--- config.mk ---
export PLATFORM = sky130hd
export DESIGN_NAME = riscv_check_slot
export DESIGN_NICKNAME = d
export VERILOG_FILES = /design/src/rtl/riscv_check_pkg.sv /design/src/rtl/riscv_check_slot.sv
export SDC_FILE = /design/constraint.sdc
export NUM_CORES = 1
export LEC_CHECK = 0
export CORE_ASPECT_RATIO = 0.75
export CORE_MARGIN = 3
export CORE_UTILIZATION = 42
export DETAILED_ROUTE_END_ITERATION = 8
export PLACE_DENSITY = 0.89
export SETUP_SLACK_MARGIN = 0.2
export SYNTH_ARGS = -nofsm -noshare
export SYNTH_HDL_FRONTEND = slang
export SYNTH_SLANG_ARGS = --single-unit
--- constraint.sdc ---
create_clock -name clk -period 3.9 [get_ports clk]
set_input_delay 0.78 -clock clk [delete_from_list [all_inputs] [get_ports clk]]
set_output_delay 0.78 -clock clk [all_outputs]
set_load 0.005 [all_outputs]
--- src/rtl/riscv_check_pkg.sv ---
// Shared types for the RISC-V commit checker: FSM states, slot kinds,
// the per-slot configuration record and the byte-lane merge helper.
package riscv_check_pkg;

    localparam int          CHK_XLEN  = 32;
    localparam logic [31:0] NOP_INSTR = 32'h0000_0013;

    typedef enum logic [1:0] {
        IDLE  = 2'd0,
        RUN   = 2'd1,
        CHECK = 2'd2,
        DONE  = 2'd3
    } chk_state_e;

    typedef enum logic {
        CHK_REG = 1'b0,
        CHK_MEM = 1'b1
    } chk_kind_e;

    typedef struct packed {
        logic                en;
        chk_kind_e           kind;
        logic [CHK_XLEN-1:0] addr;
        logic [CHK_XLEN-1:0] exp;
    } chk_slot_t;

    // Replace the byte lanes selected by be, keep the others.
    function automatic logic [CHK_XLEN-1:0] merge_lanes(
        input logic [CHK_XLEN-1:0]   old_word,
        input logic [CHK_XLEN-1:0]   new_word,
        input logic [CHK_XLEN/8-1:0] be
    );
        logic [CHK_XLEN-1:0] w;
        w = old_word;
        for (int i = 0; i < CHK_XLEN/8; i++) begin
            if (be[i]) begin
                w[8*i +: 8] = new_word[8*i +: 8];
            end
        end
        return w;
    endfunction

endpackage

--- src/rtl/riscv_check_slot.sv ---
// One expected-value slot: holds its configuration and a shadow copy of the
// snooped register or memory word. Memory stores merge per byte lane.
module riscv_check_slot
    import riscv_check_pkg::*;
(
    input  logic                  clk,
    input  logic                  reset,
    input  logic                  cfg_we,
    input  logic                  cfg_en,
    input  logic                  cfg_kind,
    input  logic [CHK_XLEN-1:0]   cfg_addr,
    input  logic [CHK_XLEN-1:0]   cfg_exp,
    input  logic                  clr,
    input  logic                  snoop,
    input  logic                  rf_we,
    input  logic [4:0]            rf_waddr,
    input  logic [CHK_XLEN-1:0]   rf_wdata,
    input  logic                  dm_we,
    input  logic [CHK_XLEN-1:0]   dm_addr,
    input  logic [CHK_XLEN/8-1:0] dm_be,
    input  logic [CHK_XLEN-1:0]   dm_wdata,
    output chk_slot_t             cfg_o,
    output logic [CHK_XLEN-1:0]   shadow_o
);

    chk_slot_t             cfg_q, cfg_d;
    logic [CHK_XLEN-1:0]   shadow_q, shadow_d;
    logic                  rf_hit;
    logic                  dm_hit;
    logic                  unused_lo;

    // Byte offset within the word never affects which word is hit.
    assign unused_lo = ^dm_addr[1:0];

    // x0 writes are architecturally discarded, so they never hit a slot.
    assign rf_hit = snoop && cfg_q.en && (cfg_q.kind == CHK_REG) && rf_we &&
                    (rf_waddr == cfg_q.addr[4:0]) && (rf_waddr != 5'd0);
    assign dm_hit = snoop && cfg_q.en && (cfg_q.kind == CHK_MEM) && dm_we &&
                    (dm_addr[CHK_XLEN-1:2] == cfg_q.addr[CHK_XLEN-1:2]);

    // Configuration load; the top only raises cfg_we outside RUN/CHECK.
    always_comb begin
        cfg_d = cfg_q;
        if (cfg_we) begin
            cfg_d.en   = cfg_en;
            cfg_d.kind = chk_kind_e'(cfg_kind);
            cfg_d.addr = cfg_addr;
            cfg_d.exp  = cfg_exp;
        end
    end

    // Shadow update: cleared on run entry, then follows matching writes.
    always_comb begin
        shadow_d = shadow_q;
        if (clr) begin
            shadow_d = '0;
        end else if (rf_hit) begin
            shadow_d = rf_wdata;
        end else if (dm_hit) begin
            shadow_d = merge_lanes(shadow_q, dm_wdata, dm_be);
        end
    end

    // Slot state registers.
    always_ff @(posedge clk or negedge reset) begin
        if (!reset) begin
            cfg_q    <= '0;
            shadow_q <= '0;
        end else begin
            cfg_q    <= cfg_d;
            shadow_q <= shadow_d;
        end
    end

    assign cfg_o    = cfg_q;
    assign shadow_o = shadow_q;

endmodule

==> results.md <==
- Utilization after layout: 0.722
- Final hold slack: approximately 350 ps
- I/O pin cnt: 276
- Die area: 13000 µm²
- DRC: 0
- Vias in the first global route: 4579
- Net count after synthesis: 579
- Rel. slew slack: 0.576
- N_diodes: 0
- CTS tree: done
- Flops & latches, synth: approximately 100
- Final wirelength: 15200 µm
- Final period utilization: 0.709
- Flop pwr share: 0.434
- Crit Reg-Reg Startpoint: cfg_o[34]$_DFFE_PN0P_
- Outcome: completed
- RePlAce Congestion: 0.815
- Crit path to: shadow_o[9]$_DFFE_PN0P_
- Worst Max-Slew Pin Slew: about 640 ps
- Largest delay share family, worst path: simple AND/OR/NAND/NOR gates
- Via count: between 4000 and 5000
- Pre-CTS worst setup slack: just under 800 ps
- Area of the multi-input gates: between 2000 and 2500 µm²
- Initial core utilization: 0.438
- First drt pass iteration count: 4
- Post-DP HPWL: roughly 12000 µm
- Power Density: about 330 nW/µm²
- Grt met3 use: 0.0929
- Post-synthesis sequential area ratio: 0.502
- CTS Buffer Depth: 2
- R2r worst-path depth: 7
- Worst Slack Setup Final: 1130 ps
- CTS buffer count: 9
- CP max stage delay: 550 ps
- # setup viols final: 0
- Max-cap viol count: 0
- Mapped Area: just under 5000 µm²
- Post-route setup TNS: 0 ps
- Synth Warn #: 0
- Antenna violations before repair: 0
- Reg2reg end: shadow_o[9]$_DFFE_PN0P_
- Fraction of layout cells with a size suffix above 1: 0.146
- Setup crit start kind: input port
- Die width: about 130 µm
- Leakage: around 0.0036 µW
- Worst skew pair latency: 330 ps
- Worst Setup SP: snoop
- First-pass GRT wire length: about 24000 µm
- Row count: 33
- Resized cells post-CTS: 0
- Sink Count: just under 100
- Largest net degree at the start of global routing: 41
- Root buffer cell: clkbuf_16
- Min cycle time layout: 2770 ps
- Post-DR vias/cell: around 5
- Worst path slowest cell: or4_4
- Layout overhead on the synthesized area: 64.9%
- WS Path Type: input port to flip-flop
- Filler cells: around 770
- Final net count: about 850
- Worst-path cell chain: clkdlybuf4s50_1 > nand4_1 > or4_4 > nor4_4 > a31oi_2 > buf_4 > a2bb2oi_1 > o21ai_1
- Fmax: 362 MHz
- Die Y: 99.4 µm
- Register area: ~2500 µm²
- Cells after Synth: 401
- Worst Path Required: between 4000 and 5000 ps
- Max-slew violation count: 0
- Combinational power share: 0.207
- Port Buf Inserts: about 270
- Critical path peak fanout: 32
- Unique masters post-synth: 28
- Net Switching: 610 µW
- Core ar.: ~11000 µm²
- Post-CTS Setup Bufs: 0
- IR drop worst, VDD: about 0.25 mV
- Mean Syn Cell Area: roughly 12 µm²
- Starting DRC count in detailed routing: roughly 170
- Drt wl/cell: about 19 µm
- Sw Ratio: 0.231
- Grt ovf: 0
- Most Crowded Layer GR: met2
- RSZ-0062 raised after global routing: no
- GR Layer Usage met2: 0.417
- Flop-to-flop setup slack: between 1500 and 2000 ps
- Worst min-delay path category: input port to asynchronous set/reset pin
- Gr usage total: 0.234
- Buf+Inv Stages, Crit Path: 2
- Detail Route Antenna Nets: 0
- Clk slew on worst S/H paths: approximately 70 ps
- Hold Buf Count CTS: 0
- Int Pwr: just over 2000 µW
- Crit path depth: 8
- H-tree depth: 3
- Clk_skew: ~6.4 ps
- Final hold vios: 0
- Crit. End Element: flip-flop
- Clock power frac: 0.359
- Met1 Track Usage GR: 0.255
- CP Data Arrival Time: between 2000 and 3000 ps
[registers in the layout, indices dropped and copies added, names as in the netlist]
| name | flops |
|---|---|
| shadow_o | 32 |
| cfg_o | 66 |
[cell usage after synthesis (all sizes together)]
master    n  share of area
xnor2    24          0.043
nand3     1         0.0010
a31oi     1         0.0026
inv      32          0.025
nor3      1         0.0010
nand4b    1         0.0018
xor2     10          0.018
nor2      2         0.0015
clkbuf    8         0.0069
o21ai    33          0.034
mux2i    32          0.066
mux2     66           0.15
or2       1         0.0013
a2bb2oi  32          0.057
nand2     5          0.010
dfrtp    98           0.50
nor2b    32          0.041
a31o      1         0.0018
or4       1         0.0023
buf       9          0.013
nor4      3         0.0069
nand4     7         0.0090
and4b     1         0.0028
[cells by family (layout without fill, tap and decap cells)]
group,after synthesis,count (layout),synth area share
compound gates,67,67,0.0956
xor+xnor,34,34,0.0610
buf+inv,49,326,0.0446
flops,98,98,0.502
mux,98,98,0.218
simple gates,55,55,0.0787
[layer usage]
| metal | up-vias | routed length (µm) |
|---|---|---|
| li1 | 1951 | - |
| met1 | 1998 | 5630 |
| met2 | 180 | 7670 |
| met3 | 25 | 1530 |
| met4 | 0 | 358 |
| met5 | - | 0 |
[per-stage QoR]
stage | cell area [µm²] | instances | total power (µW)
after detailed placement | 7730 | 803 | 1720
after floorplan | 4880 | 401 | 1320
after global placement | 7730 | 803 | 1690
after CTS | 8050 | 818 | 2670
final | 8050 | 818 | 2640
after global routing | 8050 | 818 | 2760
[worst min-delay path by stage]
stage | from | endpoint | slack (ps) | cells after the start
6_report | reset | cfg_o[4]$_DFFE_PN0P_ | 350 | 1
5_1_grt | reset | cfg_o[4]$_DFFE_PN0P_ | 350 | 1
4_1_cts | reset | cfg_o[4]$_DFFE_PN0P_ | 350 | 1
3_5_place_dp | cfg_o[8]$_DFFE_PN0P_ | cfg_o[8]$_DFFE_PN0P_ | 500 | 1
3_3_place_gp | cfg_o[30]$_DFFE_PN0P_ | cfg_o[30]$_DFFE_PN0P_ | 490 | 1
2_1_floorplan | reset | cfg_o[0]$_DFFE_PN0P_ | 480 | 0
[placed cells by master (no fill, tap or decap), types with 2 or more instances in the layout]
master           netlist  routed
buf_4                  0       7
nor2_1                 2       2
nand2_4                4       4
nor2b_1               32      32
xor2_1                10      10
nand4_1                7       7
a2bb2oi_1             32      32
clkbuf_16              0       9
dfrtp_1               98      98
o21ai_1               32      32
mux2i_1               32      32
clkdlybuf4s50_1        0     271
bufinv_16              0       2
inv_1                 32      32
nor4_1                 2       2
inv_6                  0       2
mux2_2                66      66
xnor2_1               24      24
[area by class of cell]
type / instances / area share
clock buffers: 10 / 0.0284
clock inverters: 5 / 0.0107
inverters: 32 / 0.0149
multi-input cells: 254 / 0.275
flip-flops and latches: 98 / 0.305
well taps: 140 / 0.0218
repair buffers: 279 / 0.344
[power by group through the flow]
stage / sequential (µW) / combinational [µW] / clock (µW)
after global routing: 1160 / 589 / 1020
after global placement: 1160 / 536 / 0
after floorplan: 1160 / 162 / 0
after detailed placement: 1160 / 551 / 0
after CTS: 1150 / 555 / 969
final: 1140 / 547 / 946
Power figures use the tool's default switching activity.
